**src/rtl/fetch_queue_pkg.sv**
```systemverilog
// Shared types for the instruction prefetch queue: queue entry layout,
// fetch sequencer states and the PC step.
package fetch_queue_pkg;

   typedef logic [31:0] word_t;

   typedef struct packed {
      word_t pc;
      word_t instr;
   } fetch_entry_t;

   typedef enum logic {FETCH, DISCARD} fetch_state_t;

   localparam word_t FETCH_INCREMENT = 32'd4;

endpackage

```
**src/rtl/fetch_queue_fifo.sv**
```systemverilog
// Synchronous FIFO of fetch entries with clear; head is the oldest entry.
// Caller must not push when full or pop when empty.
module fetch_queue_fifo
   import fetch_queue_pkg::*;
#(
   parameter int unsigned DEPTH = 4
) (
   input  logic                     clk,
   input  logic                     reset,
   input  logic                     clear,
   input  logic                     push,
   input  logic                     pop,
   input  fetch_entry_t             wdata,
   output fetch_entry_t             head,
   output logic [$clog2(DEPTH):0]   count
);

   localparam int unsigned AW = $clog2(DEPTH);

   fetch_entry_t    mem_q [DEPTH];
   logic [AW-1:0]   wr_ptr_q, rd_ptr_q;
   logic [AW:0]     count_q;

   // Storage is not reset; only pointers and count define what is valid.
   always_ff @(posedge clk) begin
      if (push && !clear && !reset) mem_q[wr_ptr_q] <= wdata;
   end

   always_ff @(posedge clk) begin
      if (reset || clear) begin
         wr_ptr_q <= '0;
         rd_ptr_q <= '0;
         count_q  <= '0;
      end else begin
         if (push) wr_ptr_q <= wr_ptr_q + 1'b1;
         if (pop)  rd_ptr_q <= rd_ptr_q + 1'b1;
         case ({push, pop})
            2'b10:   count_q <= count_q + 1'b1;
            2'b01:   count_q <= count_q - 1'b1;
            default: count_q <= count_q;
         endcase
      end
   end

   assign head  = mem_q[rd_ptr_q];
   assign count = count_q;

endmodule

```
**src/rtl/fetch_queue.sv**
```systemverilog
// Instruction prefetch queue: fetch sequencer, PC register and head mux.
// Optional same-cycle bypass of an empty queue: define FETCH_QUEUE_BYPASS_EN.
module fetch_queue
   import fetch_queue_pkg::*;
#(
   parameter int unsigned DEPTH         = 4,
   parameter logic [31:0] RESET_ADDRESS = 32'h0
) (
   input  logic        clk,
   input  logic        reset,
   input  logic        flush,
   input  logic [31:0] flush_pc,
   output logic        mem_valid,
   output logic [31:0] mem_address,
   input  logic        mem_ready,
   input  logic [31:0] mem_rdata,
   output logic        out_valid,
   output logic [31:0] out_instr,
   output logic [31:0] out_pc,
   input  logic        out_ready
);

   localparam int unsigned CW = $clog2(DEPTH) + 1;

   fetch_state_t  state_q, state_d;
   word_t         fetch_pc_q, fetch_pc_d;
   word_t         hold_addr_q, hold_addr_d;
   word_t         flush_target;
   logic [CW-1:0] count;
   fetch_entry_t  head, wentry;
   logic          push, pop, bypass_take;

   assign flush_target = flush_pc & ~32'h3;
   assign wentry       = '{pc: fetch_pc_q, instr: mem_rdata};

   always_comb begin
      state_d     = state_q;
      fetch_pc_d  = fetch_pc_q;
      hold_addr_d = hold_addr_q;
      mem_valid   = 1'b0;
      mem_address = fetch_pc_q;
      out_valid   = (count != '0);
      out_instr   = head.instr;
      out_pc      = head.pc;
      push        = 1'b0;
      bypass_take = 1'b0;
      case (state_q)
         FETCH: begin
            mem_valid = (count < CW'(DEPTH));
`ifdef FETCH_QUEUE_BYPASS_EN
            if (count == '0 && mem_ready && !flush) begin
               out_valid   = 1'b1;
               out_instr   = mem_rdata;
               out_pc      = fetch_pc_q;
               bypass_take = out_ready;
            end
`endif
            if (flush) begin
               fetch_pc_d = flush_target;
               // An issued request cannot be withdrawn; swallow its response.
               if (mem_valid && !mem_ready) begin
                  state_d     = DISCARD;
                  hold_addr_d = fetch_pc_q;
               end
            end else if (mem_valid && mem_ready) begin
               push       = !bypass_take;
               fetch_pc_d = fetch_pc_q + FETCH_INCREMENT;
            end
         end
         DISCARD: begin
            mem_valid   = 1'b1;
            mem_address = hold_addr_q;
            if (flush)     fetch_pc_d = flush_target;
            if (mem_ready) state_d    = FETCH;
         end
         default: state_d = FETCH;
      endcase
      pop = (count != '0) && out_ready && !flush;
      if (reset) begin
         mem_valid = 1'b0;
         out_valid = 1'b0;
         push      = 1'b0;
         pop       = 1'b0;
      end
   end

   always_ff @(posedge clk) begin
      if (reset) begin
         state_q     <= FETCH;
         fetch_pc_q  <= RESET_ADDRESS;
         hold_addr_q <= RESET_ADDRESS;
      end else begin
         state_q     <= state_d;
         fetch_pc_q  <= fetch_pc_d;
         hold_addr_q <= hold_addr_d;
      end
   end

   fetch_queue_fifo #(.DEPTH(DEPTH)) u_fifo (
      .clk   (clk),
      .reset (reset),
      .clear (flush),
      .push  (push),
      .pop   (pop),
      .wdata (wentry),
      .head  (head),
      .count (count)
   );

endmodule

```
**config.mk**
```make
export PLATFORM = sky130hd
export DESIGN_NAME = fetch_queue
export DESIGN_NICKNAME = d
export VERILOG_FILES = /design/src/rtl/fetch_queue_pkg.sv /design/src/rtl/fetch_queue_fifo.sv /design/src/rtl/fetch_queue.sv
export SDC_FILE = /design/constraint.sdc
export NUM_CORES = 1
export LEC_CHECK = 0
export BUFFER_PORTS_ARGS = -buffer_cell sky130_fd_sc_hd__buf_2
export CORE_AREA = 2 2 154 156
export DETAILED_ROUTE_END_ITERATION = 6
export DIE_AREA = 0 0 156 158
export PLACE_DENSITY = 0.88
export SYNTH_ARGS = -nofsm -noshare
export SYNTH_HDL_FRONTEND = slang
export SYNTH_HIERARCHICAL = 1
export SYNTH_SLANG_ARGS = --single-unit
export TNS_END_PERCENT = 100
```
**constraint.sdc**
```tcl
create_clock -name clk -period 4.48 [get_ports clk]
set_input_delay 0.224 -clock clk [delete_from_list [all_inputs] [get_ports clk]]
set_output_delay 0.224 -clock clk [all_outputs]
set_load 0.03 [all_outputs]
```
After elaboration in Yosys (flattened, before gate mapping). Memories as Yosys holds them, arrays and structs flattened. A register that Yosys moved wholly into a read port is not among the register bits. Cells that the tools add are included.

Bits of input ports: 69. Register bits after elaboration: 72. Memories kept: 1. RAM bits: 256. Output and inout port bits: 98.

Memory list: u_fifo.mem_q (depth 4, bits a word 64, rd ports 1, clocked after memory_dff 1, wr ports 1, RTL line fetch_queue_fifo.sv:20) `fetch_entry_t mem_q [DEPTH];`.

Muxes and demuxes: 22. Add/subtract/negate cells: 5. Bitwise operators: 1. Eq/ne operators: 4. Reductions and logical operators: 14. $lt $le $gt $ge: 1.

Operators by type and width (number): $mux W32 (4); $pmux W32 S2 (1); $add A32 B3 Y32 const B (1); $mux W1 (12); $logic_and A1 B1 Y1 (6); $pmux W3 S2 (1); $add A2 B1 Y2 const B (2); $mux W2 (2); $pmux W1 S2 (2); $add A3 B1 Y3 const B (1); $logic_not A1 Y1 (3); $lt A3 B3 Y1 const B (1); $ne A3 B3 Y1 const B (1); $reduce_and A3 Y1 (1); $reduce_bool A3 Y1 (1); $sub A3 B1 Y3 const B (1); $eq A2 B1 Y1 const B (1); $eq A2 B2 Y1 const B (1); $ne A2 B2 Y1 const B (1); $reduce_and A2 Y1 (1); $reduce_bool A2 Y1 (1); $logic_or A1 B1 Y1 (1); $not A1 Y1 (1).

Longest topological paths before layout. Gate-level depths: netlist of the first run.

Word-level depth: 10. Depth in mapped cells: 11. Mapped depth without buffers: 9.

By module. Netlist of the first run, hierarchy kept.

By module, submodules not included: fetch_queue_fifo (times used 1, area an instance 9743.1 µm², cells an instance 381); fetch_queue (times used 1, area an instance 3423.3 µm², cells an instance 422).

Worst setup path before layout of the first run. No wires, ideal clock.

Path type: register -> register. Start: register u_fifo.count_q[2] (netlist: u_fifo/count[2]). End: memory u_fifo/mem_q[0][0] (netlist bit) (enable). Path buffers: 1. Data arrival time: 3.057 ns. Data required time: 4.051 ns. Stages on the path, launching flop included: 5. Clock period less this slack: 3.486 ns. Setup time: 0.429 ns. Slack: 0.994 ns. Cell sequence: dfxtp_1 > or3b_2 > clkbuf_1 > nor3_1 > and3_1.

Longest elaborated chain between the ends: 10.

RTL lines: start: declaration (RTL line fetch_queue_fifo.sv:22) `logic [AW:0] count_q;`; start signal: assignment (RTL line fetch_queue_fifo.sv:38) `2'b10: count_q <= count_q + 1'b1;`; start signal: assignment (RTL line fetch_queue_fifo.sv:39) `2'b01: count_q <= count_q - 1'b1;`; start signal: assignment (RTL line fetch_queue_fifo.sv:40) `default: count_q <= count_q;`; $lt A3 B3 Y1 (RTL line fetch_queue.sv:49) `mem_valid = (count < CW'(DEPTH));`; $logic_and A1 B1 Y1 (RTL line fetch_queue.sv:65) `end else if (mem_valid && mem_ready) begin`; $mux W1 (RTL line fetch_queue.sv:65); $mux W1 (RTL line fetch_queue.sv:58) `if (flush) begin`; $mux W1 (RTL line fetch_queue.sv:47) `case (state_q)`; $mux W1 (RTL line fetch_queue.sv:79) `if (reset) begin`; net push (RTL line fetch_queue.sv:31) `logic push, pop, bypass_take;`; $logic_and A1 B1 Y1 (2 in series) (RTL line fetch_queue_fifo.sv:26) `if (push && !clear && !reset) mem_q[wr_ptr_q] <= wdata;`; $mux W1 (RTL line fetch_queue_fifo.sv:26); $mux W1 (not written as such) (RTL line fetch_queue_fifo.sv:26); end: declaration (RTL line fetch_queue_fifo.sv:20).

The timed path passes the listed nets, and every way through them passes these cells.

Final worst setup path of the first run.
Start: register state_q. End: memory u_fifo/mem_q[2][53] (netlist bit) (enable).

Longest elaborated chain between the ends: 6.

RTL lines: start: declaration (RTL line fetch_queue.sv:25) `fetch_state_t state_q, state_d;`; start signal: assignment (RTL line fetch_queue.sv:93) `state_q <= state_d;`; $mux W1 (RTL line fetch_queue.sv:47); $mux W1 (RTL line fetch_queue.sv:79); net push (RTL line fetch_queue.sv:31); $logic_and A1 B1 Y1 (2 in series) (RTL line fetch_queue_fifo.sv:26); $mux W1 (RTL line fetch_queue_fifo.sv:26); $mux W1 (not written as such) (RTL line fetch_queue_fifo.sv:26).

The timed path passes the listed nets, and every way through them passes these cells.

==> results of run 1 <==
[kinds of logic after synthesis]
| family | after synthesis |
|---|---|
| buf+inv | 64 |
| flops | 326 |
| compound gates | 87 |
| mux | 93 |
| simple gates | 211 |
| fa+ha+maj | 7 |
| other cells | 1 |
| xor+xnor | 14 |
[power breakdown]
part | switching (mW) | total (mW) | internal [mW]
Sequential | 0.0691 | 3.37 | 3.30
Clock | 1.11 | 2.69 | 1.58
Combinational | 0.179 | 0.299 | 0.120
Total | 1.36 | 6.35 | 4.99
[sequential cells by signal (all words and copies together), names as in the netlist, named ones only]
register / count
u_fifo/mem_q: 256
u_fifo/wr_ptr_q: 2
hold_addr_q: 30
u_fifo/rd_ptr_q: 2
state_q: 1
fetch_pc_q: 30
u_fifo/count: 3
[synthesized netlist by cell type (all sizes together), types with 8 or more instances]
cell type | count | area share [%]
nand4 | 12 | 0.62
or3 | 8 | 0.38
o21ai | 8 | 0.30
nand3 | 15 | 0.57
mux4 | 64 | 11
dfxtp | 70 | 11
a311oi | 11 | 0.73
xor2 | 8 | 0.53
or4 | 11 | 0.67
nor2 | 36 | 1.0
mux2 | 28 | 2.4
nor3 | 8 | 0.30
and3 | 8 | 0.40
buf | 22 | 1.7
edfxtp | 256 | 58
clkbuf | 31 | 1.3
inv | 11 | 0.31
a21oi | 36 | 1.4
a211oi | 8 | 0.46
nand2 | 84 | 2.4
[per-layer routing]
layer	GRT usage, %	share of wire (%)
met5	0	0
met3	4.57	7.6
met2	40.6	50
met1	30.1	40
met4	7.21	2.2
[final timing paths]
kind / depth (start not counted) / end / slack, ps / startpoint
setup / recovery: 4 / u_fifo/mem_q[2][53]$_DFFE_PP_ / 1120 / state_q$_SDFF_PP0_
hold reg to reg: 2 / hold_addr_q[11]$_SDFFE_PP0P_ / 450 / hold_addr_q[11]$_SDFFE_PP0P_
setup reg to reg: 4 / u_fifo/mem_q[2][53]$_DFFE_PP_ / 1120 / state_q$_SDFF_PP0_
hold / removal: 3 / fetch_pc_q[18]$_SDFFE_PP0P_ / 10 / flush_pc[18]
[area by class of cell]
| class | instances | area (um^2) | share of cell area, % |
|---|---|---|---|
| inverters | 11 | 41.3 | 0.265 |
| multi-input cells | 422 | 3700 | 23.7 |
| clock inverters | 17 | 108 | 0.690 |
| clock buffers | 45 | 966 | 6.19 |
| repair buffers | 211 | 1330 | 8.50 |
| flip-flops and latches | 326 | 9100 | 58.3 |
| well taps | 290 | 363 | 2.33 |
[critical path, cell delays in order (launching register included)]
cell	delay, ps
dfxtp_2	620
or3b_2	690
nor3_1	660
and3_4	750
buf_12	300
[timing repair]
| item | in CTS | in global routing |
|---|---|---|
| hold buffers | 39 | 0 |
| endpoints found under the hold margin | 135 | 0 |
| gates resized for setup | 0 | 0 |
| setup buffers | 0 | 0 |
==> flow_summary_export.csv, run 1 <==
group,metric,value,unit
timing,setup-tns-final,0,ps
grt,grt_pass1_vias,7937,
job,maxCapViolations,0,
timing,max_freq,298,MHz
placement,place_inst,1221,
pwr,power_density,407,mW/mm^2
die,rows,56,
grt,grt_max_degree,65,
grt,overflow,0,
clock_network,cts_max_level,2,
grt,antenna_found_initial,0,
synthesis,synth_top_family_by_area,"multiplexers",
synthesis,synthAdderAreaFrac,0.722,%
clock_network,path_clk_slew,60,ps
critical_path,startpoint_type,"register",
synthesis,synth.area.mux_share,13.5,%
placement,place_ws,1110,ps
finish,fin_cells,1322,
timing,setup_viol,0,
synthesis,synth_compound_area_share,4.34,%
clock_network,cts_tree,"done",
placement,place_area,0.0141,mm^2
synthesis,synth-xor-area-share,0.931,%
finish,n_antenna_cell,0,
critical_path,path_class,"register to register",
timing,timing.final.crit_share,75.0,%
finish,drive_above_1_share,31.9,%
timing,slew_violations,0,
route,drt-total-wl,28.4,mm
die,io_pins,167,
route,wl_per_cell,21.5,um
route,drt_iter0_drc,881,
timing,timing.slew.headroom,20.8,%
critical_path,cp.arrival,3560,ps
synthesis,yosys.area_share.simple,8.07,%
placement,hpwl,16.5,mm
finish,mostFrequentLayoutCell,"edfxtp_1",
pwr,power,6.35,mW
route,num_vias,7902,
finish,syn2layout_area_growth,18.5,%
grt,track_usage,23.4,%
synthesis,synth_cells,803,
synthesis,synth_cell_types,59,
route,first_pass_iters,5,
timing,finalHoldWorstSlack,12.9,ps
synthesis,synth_edf_count,256,
clock_network,cts.sinks,326,
die,die_y,158,um
synthesis,yosysSeqAreaShare,69.0,%
timing,rsz0062_at_grt,"no",
route,drc_errors,0,
placement,gp_congestion,0.841,
die,die_x,156,um
die,die-area,0.0246,mm^2
timing,worst_slew_pin_slew,1190,ps
finish,mostFrequentLayoutCells,"256 x edfxtp_1, 162 x buf_2, 84 x nand2_1",
critical_path,required,4680,ps
synthesis,async_flop_share,0,%
clock_network,cts_buffers,34,
timing,finalCriticalPeriod,3360,ps
timing,fin_worst_skew,10.3,ps
critical_path,cp-end-kind,"register",
die,core,0.0231,mm^2
route,vias_per_cell,5.98,
finish,final_area,0.0156,mm^2
die,initial_core_util,57.1,%
finish,n_fill_cell,1499,
min_path,hp-class,"primary input to register",
grt,grt_pass1_wl,43.7,mm
critical_path,crit_fanout,42,
pwr,peakVddDrop,0.243,mV
synthesis,yosysWarnings,6,
clock_network,clockBufferDepth,3,
route,ant_nets,0,
synthesis,netlist_area,0.0132,mm^2
synthesis,synth_flop_cell,"edfxtp_1",
timing,setup_ws,1120,ps
synthesis,syn_area_per_cell,16.4,um^2
clock_network,cts_root_buf,"clkbuf_16",
finish,fin_util,67.7,%
synthesis,yosys_register_bits,326,
run_status,status,"finished, final reports clean",
pwr,leakagePower,5.32,nW
clock_network,clk_latency,510,ps
timing,hold_viol,0,
finish,nNetsFinal,1082,
placement,io_buffers,162,
Note: power is estimated with default switching activity, not from simulation.
==> inputs of run 2 (changes only) <==
- clock period: 4.48 -> 3.5 ns (I/O delays scaled with it)
==> run 2 against run 1 <==
  * Die area is the same
  * Worst setup slack lost 320 ps
  * Combinational power grew 35%
  * Sequential cell count is the same
  * Largest cell class unchanged
  * Count of clock-buffer cells in the layout grew 4
  * Highest routed layer unchanged
==> flow_summary_export.csv, run 2 (synthesis results as in run 1) <==
group,metric,value,unit
clock_network,clockBufferDepth,3,
timing,hold_viol,0,
critical_path,path_class,"register to output pin",
job,maxCapViolations,0,
die,rows,56,
route,drc_errors,0,
grt,antenna_found_initial,0,
grt,track_usage,23.0,%
finish,drive_above_1_share,31.7,%
critical_path,crit_fanout,31,
die,die-area,0.0246,mm^2
route,num_vias,7955,
clock_network,cts_buffers,31,
clock_network,cts.sinks,326,
timing,rsz0062_at_grt,"no",
route,drt-total-wl,28.6,mm
critical_path,slowest_stage,"dfxtp_4",
clock_network,cts-resized-gates,0,
finish,mostFrequentLayoutCells,"256 x edfxtp_1, 162 x buf_2, 84 x nand2_1",
die,initial_core_util,57.1,%
timing,slew_violations,0,
clock_network,cts_setup_buffers,0,
min_path,hp-class,"primary input to register",
timing,worst_slew_pin_slew,1210,ps
clock_network,cts_max_level,1,
finish,n_antenna_cell,0,
route,vias_per_cell,5.91,
timing,setup_ws,802,ps
grt,grt_max_degree,65,
route,ant_nets,0,
pwr,leakagePower,5.43,nW
placement,io_buffers,162,
placement,place_ws,805,ps
pwr,power_density,506,mW/mm^2
placement,gp_congestion,0.852,
die,die_x,156,um
clock_network,holdBufCountCts,60,
timing,finalCriticalPeriod,2700,ps
route,drt_iter0_drc,633,
die,io_pins,167,
route,first_pass_iters,5,
grt,grt_pass1_wl,42.8,mm
finish,nNetsFinal,1108,
finish,n_fill_cell,1507,
critical_path,cp-end-kind,"output pin",
timing,timing.slew.headroom,19.4,%
critical_path,path_cells,"buf_4, mux4_1, buf_2",
finish,syn2layout_area_growth,20.1,%
grt,grt_pass1_vias,7820,
timing,setup_viol,0,
timing,setup-tns-final,0,ps
finish,reg.largest.list,"u_fifo/mem_q x256, fetch_pc_q x30, hold_addr_q x30",
run_status,status,"finished, final reports clean",
die,die_y,158,um
grt,overflow,0,
die,core,0.0231,mm^2
finish,fin_cells,1347,
route,wl_per_cell,21.3,um
clock_network,cts_root_buf,"clkbuf_16",
placement,place_inst,1229,
critical_path,required,3320,ps
pwr,power,8.01,mW
clock_network,clk_latency,550,ps
clock_network,cts_tree,"done",
critical_path,critPathMaxStageDelay,780,ps
clock_network,path_clk_slew,60,ps
critical_path,cp.arrival,2520,ps
critical_path,startpoint_type,"register",
finish,fin_util,68.6,%
timing,fin_worst_skew,19.2,ps
pwr,peakVddDrop,0.364,mV
finish,largest_reg_flops,256,
finish,top_register,"u_fifo/mem_q",
finish,mostFrequentLayoutCell,"edfxtp_1",
placement,hpwl,17.0,mm
timing,max_freq,371,MHz
timing,timing.final.crit_share,77.1,%
## run 2: cell count changes in the layout (fill, tap and decap cells not counted), moves of 3 or more
cell	change
buf_4	+8
clkbuf_1	+3
clkbuf_16	-6
clkbuf_8	+7
clkinv_1	-5
clkinv_2	-4
dlygate4sd3_1	+21
## run 2: critical path: cells and delay by family (launching register included)
| kind | cells | cell delay (ps) |
|---|---|---|
| multiplexers | 1 | 570 |
| flip-flops | 1 | 780 |
| buffers and inverters | 2 | 580 |
## run 2: per-stage QoR
step	area, um^2	hold slack [ps]
6_report	15800	60.3
5_1_grt	15800	59.7
4_1_cts	15800	30.8
3_5_place_dp	14200	393
3_3_place_gp	14200	387
2_1_floorplan	13200	251
## run 2: area by class of cell
class | count | area [um^2] | area share (%)
tap | 290 | 363 | 2.29
timing repair buffer | 240 | 1600 | 10.1
clock buffer | 49 | 923 | 5.84
clock inverter | 9 | 97.6 | 0.617
sequential | 326 | 9100 | 57.5
multi-input combinational | 422 | 3700 | 23.4
inverter | 11 | 41.3 | 0.261
## run 2: final timing paths
check                                                     end                          from  slack [ps]  cells past startpoint
worst max-delay path                             out_instr[0]                      register         800                      3
worst min-delay path              fetch_pc_q[30]$_SDFFE_PP0P_                  flush_pc[30]          60                      3
worst max register to register  u_fifo/mem_q[0][23]$_DFFE_PP_            state_q$_SDFF_PP0_         820                      5
worst min register to register   hold_addr_q[19]$_SDFFE_PP0P_  hold_addr_q[19]$_SDFFE_PP0P_         450                      2
## run 2: power by group
| part | leakage [nW] | internal [mW] | switching (mW) | total, mW |
|---|---|---|---|---|
| clock network | 0.503 | 1.95 | 1.35 | 3.30 |
| logic | 2.00 | 0.169 | 0.237 | 0.405 |
| registers | 2.92 | 4.22 | 0.0846 | 4.30 |
## run 2: per-layer routing
layer,part of all wire (%),GRT usage [%],routed length (um)
met1,40,29.1,11400
met2,51,40.6,14700
met3,6.4,4.19,1840
met4,2.6,6.99,740
met5,0,0,0
